`config.mk`:
```
export PLATFORM = sky130hd
export DESIGN_NAME = keypad_scanner
export DESIGN_NICKNAME = d
export VERILOG_FILES = /design/src/rtl/keypad_pkg.sv /design/src/rtl/key_decode.sv /design/src/rtl/keypad_scanner.sv
export SDC_FILE = /design/constraint.sdc
export NUM_CORES = 1
export LEC_CHECK = 0
export CORE_MARGIN = 1.5
export CORE_UTILIZATION = 60
export CTS_CLUSTER_DIAMETER = 200
export DETAILED_ROUTE_END_ITERATION = 12
export DONT_BUFFER_PORTS = 1
export PLACE_DENSITY = 0.83
export SYNTH_ARGS = -nofsm -noshare
export SYNTH_HDL_FRONTEND = slang
export SYNTH_HIERARCHICAL = 1
export SYNTH_SLANG_ARGS = --single-unit
```
`constraint.sdc`:
```
create_clock -name clk -period 13.5 [get_ports clk]
set_clock_uncertainty 0.1 [all_clocks]
set_input_delay 2.7 -clock clk [delete_from_list [all_inputs] [get_ports clk]]
set_output_delay 2.7 -clock clk [all_outputs]
set_load 0.01 [all_outputs]
```
`src/rtl/keypad_pkg.sv`:
```
// Shared types and helpers for the 4x4 keypad scanner: FSM states, scan
// result kinds, key-code constants, switch-to-code map and entry-register update.
package keypad_pkg;

    typedef enum logic [1:0] {
        ST_IDLE     = 2'd0,
        ST_DEBOUNCE = 2'd1,
        ST_HELD     = 2'd2
    } state_t;

    typedef enum logic [1:0] {
        RES_NONE   = 2'd0,
        RES_SINGLE = 2'd1,
        RES_MULTI  = 2'd2
    } res_kind_t;

    typedef struct packed {
        res_kind_t  kind;
        logic [3:0] code;
    } scan_res_t;

    localparam logic [3:0] KEY_A    = 4'hA;
    localparam logic [3:0] KEY_B    = 4'hB;
    localparam logic [3:0] KEY_C    = 4'hC;
    localparam logic [3:0] KEY_D    = 4'hD;
    localparam logic [3:0] KEY_STAR = 4'hE;
    localparam logic [3:0] KEY_HASH = 4'hF;

    // Switch index is {row, col}; returns the printed legend's code.
    function automatic logic [3:0] key_code(input logic [3:0] idx);
        logic [3:0] code;
        case (idx)
            4'd0:    code = 4'h1;
            4'd1:    code = 4'h2;
            4'd2:    code = 4'h3;
            4'd3:    code = KEY_A;
            4'd4:    code = 4'h4;
            4'd5:    code = 4'h5;
            4'd6:    code = 4'h6;
            4'd7:    code = KEY_B;
            4'd8:    code = 4'h7;
            4'd9:    code = 4'h8;
            4'd10:   code = 4'h9;
            4'd11:   code = KEY_C;
            4'd12:   code = KEY_STAR;
            4'd13:   code = 4'h0;
            4'd14:   code = KEY_HASH;
            4'd15:   code = KEY_D;
            default: code = 4'h0;
        endcase
        return code;
    endfunction

    // Digits shift in at the right, '*' clears, '#' deletes the newest digit.
    function automatic logic [15:0] bcd_update(input logic [15:0] bcd,
                                               input logic [3:0]  code);
        logic [15:0] nxt;
        if (code <= 4'd9) begin
            nxt = {bcd[11:0], code};
        end else if (code == KEY_STAR) begin
            nxt = 16'h0000;
        end else if (code == KEY_HASH) begin
            nxt = {4'h0, bcd[15:4]};
        end else begin
            nxt = bcd;
        end
        return nxt;
    endfunction

endpackage

```
`src/rtl/key_decode.sv`:
```
// Classifies a full 16-switch snapshot as no key, exactly one key (with its
// code) or several keys.
module key_decode
    import keypad_pkg::*;
(
    input  logic [15:0] i_sw,
    output scan_res_t   o_res
);

    logic [4:0] w_count;
    logic [3:0] w_code;

    // Count closed switches and remember the code of the last one seen.
    always_comb begin
        w_count = 5'd0;
        w_code  = 4'h0;
        for (int i = 0; i < 16; i++) begin
            if (i_sw[i]) begin
                w_count = w_count + 5'd1;
                w_code  = key_code(4'(i));
            end else begin
                w_count = w_count;
            end
        end
    end

    // Map the count onto the result kind.
    always_comb begin
        o_res.code = w_code;
        case (w_count)
            5'd0:    o_res.kind = RES_NONE;
            5'd1:    o_res.kind = RES_SINGLE;
            default: o_res.kind = RES_MULTI;
        endcase
    end

endmodule

```
`src/rtl/keypad_scanner.sv`:
```
// 4x4 active-low keypad scanner with press/release debounce and a 4-digit
// BCD entry register that feeds the seven-segment driver.
module keypad_scanner
    import keypad_pkg::*;
#(
    parameter int SCAN_BITS = 8,
    parameter int DEB_SCANS = 4
)
(
    input  logic        clk,
    input  logic        rst_n,
    input  logic [3:0]  row_i,
    output logic [3:0]  col_o,
    output logic        key_valid_o,
    output logic [3:0]  key_code_o,
    output logic [15:0] bcd_o
);

    localparam logic [3:0] DEB = 4'(DEB_SCANS);

    logic [3:0]           r_row_meta;
    logic [3:0]           r_row_sync;
    logic [SCAN_BITS-1:0] r_presc;
    logic [1:0]           r_col;
    logic [3:0]           r_col_o;
    logic [15:0]          r_sw;
    state_t               r_state;
    logic [3:0]           r_cnt;
    logic [3:0]           r_cand;
    logic                 r_valid;
    logic [3:0]           r_code;
    logic [15:0]          r_bcd;

    logic                 w_scan_edge;
    logic                 w_scan_end;
    logic [15:0]          w_sw_next;
    scan_res_t            w_res;

    assign w_scan_edge = &r_presc;
    assign w_scan_end  = w_scan_edge && (r_col == 2'd3);

    // Two-flop synchroniser for the asynchronous row inputs.
    always_ff @(posedge clk) begin
        if (!rst_n) begin
            r_row_meta <= 4'hF;
            r_row_sync <= 4'hF;
        end else begin
            r_row_meta <= row_i;
            r_row_sync <= r_row_meta;
        end
    end

    // Prescaler and column stepper; the column drive rotates one place per scan edge.
    always_ff @(posedge clk) begin
        if (!rst_n) begin
            r_presc <= '0;
            r_col   <= 2'd0;
            r_col_o <= 4'b1110;
        end else begin
            r_presc <= r_presc + SCAN_BITS'(1);
            if (w_scan_edge) begin
                r_col   <= r_col + 2'd1;
                r_col_o <= {r_col_o[2:0], r_col_o[3]};
            end else begin
                r_col   <= r_col;
                r_col_o <= r_col_o;
            end
        end
    end

    // Snapshot with the current column's rows merged in, so the scan-end
    // decision already sees column 3.
    always_comb begin
        w_sw_next = r_sw;
        for (int r = 0; r < 4; r++) begin
            w_sw_next[4'(r * 4) + {2'b00, r_col}] = ~r_row_sync[r];
        end
    end

    // Switch matrix latch, one column per scan edge.
    always_ff @(posedge clk) begin
        if (!rst_n) begin
            r_sw <= 16'h0000;
        end else if (w_scan_edge) begin
            r_sw <= w_sw_next;
        end else begin
            r_sw <= r_sw;
        end
    end

    key_decode u_key_decode (
        .i_sw  (w_sw_next),
        .o_res (w_res)
    );

    // Debounce FSM with registered key pulse, code and entry register.
    always_ff @(posedge clk) begin
        if (!rst_n) begin
            r_state <= ST_IDLE;
            r_cnt   <= 4'd0;
            r_cand  <= 4'h0;
            r_valid <= 1'b0;
            r_code  <= 4'h0;
            r_bcd   <= 16'h0000;
        end else begin
            r_valid <= 1'b0;
            if (w_scan_end) begin
                case (r_state)
                    ST_IDLE: begin
                        if (w_res.kind == RES_SINGLE) begin
                            r_cand <= w_res.code;
                            if (DEB_SCANS == 1) begin
                                r_valid <= 1'b1;
                                r_code  <= w_res.code;
                                r_bcd   <= bcd_update(r_bcd, w_res.code);
                                r_state <= ST_HELD;
                                r_cnt   <= 4'd0;
                            end else begin
                                r_state <= ST_DEBOUNCE;
                                r_cnt   <= 4'd1;
                            end
                        end else begin
                            r_cnt <= 4'd0;
                        end
                    end
                    ST_DEBOUNCE: begin
                        if ((w_res.kind == RES_SINGLE) && (w_res.code == r_cand)) begin
                            if ((r_cnt + 4'd1) == DEB) begin
                                r_valid <= 1'b1;
                                r_code  <= r_cand;
                                r_bcd   <= bcd_update(r_bcd, r_cand);
                                r_state <= ST_HELD;
                                r_cnt   <= 4'd0;
                            end else begin
                                r_cnt <= r_cnt + 4'd1;
                            end
                        end else begin
                            r_state <= ST_IDLE;
                            r_cnt   <= 4'd0;
                        end
                    end
                    ST_HELD: begin
                        if (w_res.kind == RES_NONE) begin
                            if ((r_cnt + 4'd1) == DEB) begin
                                r_state <= ST_IDLE;
                                r_cnt   <= 4'd0;
                            end else begin
                                r_cnt <= r_cnt + 4'd1;
                            end
                        end else begin
                            r_cnt <= 4'd0;
                        end
                    end
                    default: begin
                        r_state <= ST_IDLE;
                        r_cnt   <= 4'd0;
                    end
                endcase
            end else begin
                r_state <= r_state;
            end
        end
    end

    assign col_o       = r_col_o;
    assign key_valid_o = r_valid;
    assign key_code_o  = r_code;
    assign bcd_o       = r_bcd;

endmodule

```
==> out/results.txt <==
ys async rst share: 0
Root Buffer: clkbuf_8
commonest non-fill, non-tap cell in the layout: dfxtp_1
Post-Synthesis Net Count: 626
register bit total from synthesis: 69
Startpoint Class: flop
Post-route DRC: 0
Final Cycle Share: 0.849
status: completed
Sw Ratio: 0.241
Critical Path Most Common Cell: ha_1
Post-synth EDFFs: 0
CTS H-tree depth: 3
worst slew pin tran: 1.06 ns
dpl cells: 672
clk buf depth: 2
Post-DP HPWL: 7280 µm
Routed Antenna Nets: 0
worst setup path class: flop to flop
initial antenna violation count: 0
Reg clk slew, reported paths: 0.08 ns
Routability Congestion: 0.876
post-synthesis cell type count: 83
CP Max Fanout: 11
M1 wire length: 4710 µm
final net count: 607
area grow syn2layout: 3.34%
DR WL met3: 306 µm
Worst Setup End Kind: flop
Clk pwr share: 0.411
Top Layer Used: met4
core area: 8220 µm²
final hold violations: 0
Mean Syn Cell Area: 8.54 µm²
unrepaired setup endpoints after global routing: no
diode count: 0
fin area: 5270 µm²
CP max stage delay: 0.57 ns
Max Clk Rate: 87.2 MHz
post-synthesis cell area: 5100 µm²
Worst Hold Class: flop to flop
Die Ht: 95.2 µm
leak pwr: 2.14 nW
Non-Filler Instances: 687
die area: 9060 µm²
switching power: 0.0982 mW
Initial Util: 0.620
final-report max-slew violation count: 0
drt pass-1 iters: 4
vias: 4048
Std-Cell Rows: 33
post-synth top area cell: dfxtp_1
Worst Path Arrival: 11.58 ns
Cell Pwr Density: 77.4 nW/µm²
Starting DRT DRC Count: 179
commonest cells after routing, fill and taps aside: 69 x dfxtp_1, 65 x nor2_1, 61 x nand2_1
maximum vdd drop: 0.0909 mV
post-synth top area share: 0.271
number of max-cap violations: 0
Clock Latency Late Sink: 0.34 ns
grt total ovfl: 0
Min Clock Period, post-route: 11.46 ns
Worst Slack Setup Final: 2.04 ns
GRT Total Usage: 0.232
io pins: 31
Logic pwr share: 0.081
met2 wire len: 4920 µm
CTS tree: yes
Port Buf Inserts: 0
Slowest cell on crit path: a2111o_1
top cells by area, synth: dfxtp_1 27%, mux2i_1 9.2%, ha_1 5.6%
Post-Syn Instances: 597
dpl cell area: 5070 µm²
Slew Limit Headroom: 0.290
Ys Warns: 6
final wirelength: 10100 µm
layout cells sized above 1: 0.0893
setup violators final: 0
first-pass GRT wire length: 16800 µm
CTS Hold Bufs: 0
die extent in x: 95.2 µm
critical path required time: 13.61 ns
DP Worst Slack: 2.13 ns
# Post-CTS Setup Buffers: 0
Fin Setup TNS: 0 ns
post-CTS sizing: 0
register area share after synthesis: 0.271
Finished Core Util: 0.641
Sink Count: 69
CTS Buf Count: 9
via count of the first global-routing pass: 3817
Via-to-Cell Ratio: 5.89
Synth Flop Type: dfxtp_1
sequential fraction of design power: 0.508
largest net degree at the start of global routing: 69
Power Internal: 0.309 mW
wire per inst: 14.7 µm
==> logic make-up after synthesis <==
kind of cell    share of synthesized area
mux                                0.0945
simple gates                        0.237
fa+ha+maj                          0.0565
flops                               0.271
buf+inv                            0.0562
xor+xnor                            0.135
compound gates                      0.150
==> routing by layer <==
| layer | up-vias | GRT usage |
|---|---|---|
| met5 | - | 0 |
| met4 | 0 | 0.0920 |
| met3 | 15 | 0.0311 |
| met2 | 61 | 0.401 |
| met1 | 1909 | 0.290 |
| li1 | 2063 | - |
==> critical path: cells and delay by family (launching register included) <==
family          cells  cell delay [ns]
compound gates     13             2.72
simple gates       16             2.06
mux                 3             0.66
xor+xnor            1             0.19
fa+ha+maj          15             4.75
buf+inv             6             0.51
flops               1             0.34
==> state kept, by name (all words and copies together), names as in the netlist <==
name,flops
bcd_o,16
r_sw,16
r_presc,8
col_o,4
key_code_o,4
r_cand,4
r_cnt,4
r_row_meta,4
r_row_sync,4
r_col,2
r_state,2
key_valid_o,1
==> Yosys cell counts (all sizes together), types with 2 or more instances <==
| cell | number |
|---|---|
| dfxtp | 69 |
| xor2 | 16 |
| xnor2 | 26 |
| and2 | 8 |
| a21o | 3 |
| o211a | 2 |
| xnor3 | 7 |
| o311ai | 2 |
| and3b | 3 |
| and3 | 5 |
| a21boi | 2 |
| a2bb2o | 2 |
| or4b | 2 |
| o21bai | 2 |
| nand3 | 28 |
| nand4 | 6 |
| o22a | 2 |
| clkbuf | 25 |
| buf | 13 |
| xor3 | 4 |
| o22ai | 7 |
| o31ai | 3 |
| inv | 17 |
| nor3b | 6 |
| or4 | 3 |
| or2 | 4 |
| nor3 | 12 |
| mux2i | 47 |
| nor2 | 65 |
| ha | 23 |
| a21oi | 30 |
| nand3b | 3 |
| o21ai | 19 |
| nand2b | 11 |
| nor4 | 3 |
| a31oi | 3 |
| o211ai | 3 |
| a22o | 12 |
| nor2b | 16 |
| a221oi | 4 |
| nand2 | 61 |
| or2b | 2 |
==> final timing paths <==
check / depth (start not counted) / slack, ns / from / endpoint
worst max-delay path: 54 / 2.04 / r_col[0] / bcd_o[4]
worst min-delay path: 1 / 0.31 / r_row_meta[0] / r_row_sync[0]
worst max register to register: 54 / 2.04 / r_col[0] / bcd_o[4]
worst min register to register: 1 / 0.31 / r_row_meta[0] / r_row_sync[0]
==> per-stage QoR <==
step / hold slack (ns) / power (mW)
floorplan: 0.286 / 0.240
global placement: 0.297 / 0.243
detailed placement: 0.298 / 0.244
CTS: 0.315 / 0.409
global route: 0.322 / 0.421
finish: 0.315 / 0.407
==> cell type report <==
| type | count | area [µm²] |
|---|---|---|
| multi-input cells | 472 | 3430 |
| fillers | 690 | 2950 |
| flip-flops and latches | 69 | 1380 |
| clock buffers | 10 | 138 |
| well taps | 105 | 131 |
| inverters | 18 | 67.6 |
| clock inverters | 5 | 60.1 |
| repair buffers | 8 | 60.1 |
==> power groups by stage <==
stage	Clock [mW]	Combinational, mW	Sequential (mW)
after CTS	0.169	0.0329	0.207
final	0.168	0.0330	0.207
after floorplan	0	0.0294	0.211
after global routing	0.177	0.0370	0.207
after detailed placement	0	0.0327	0.211
after global placement	0	0.0311	0.211
Note: power is estimated with default switching activity, not from simulation.
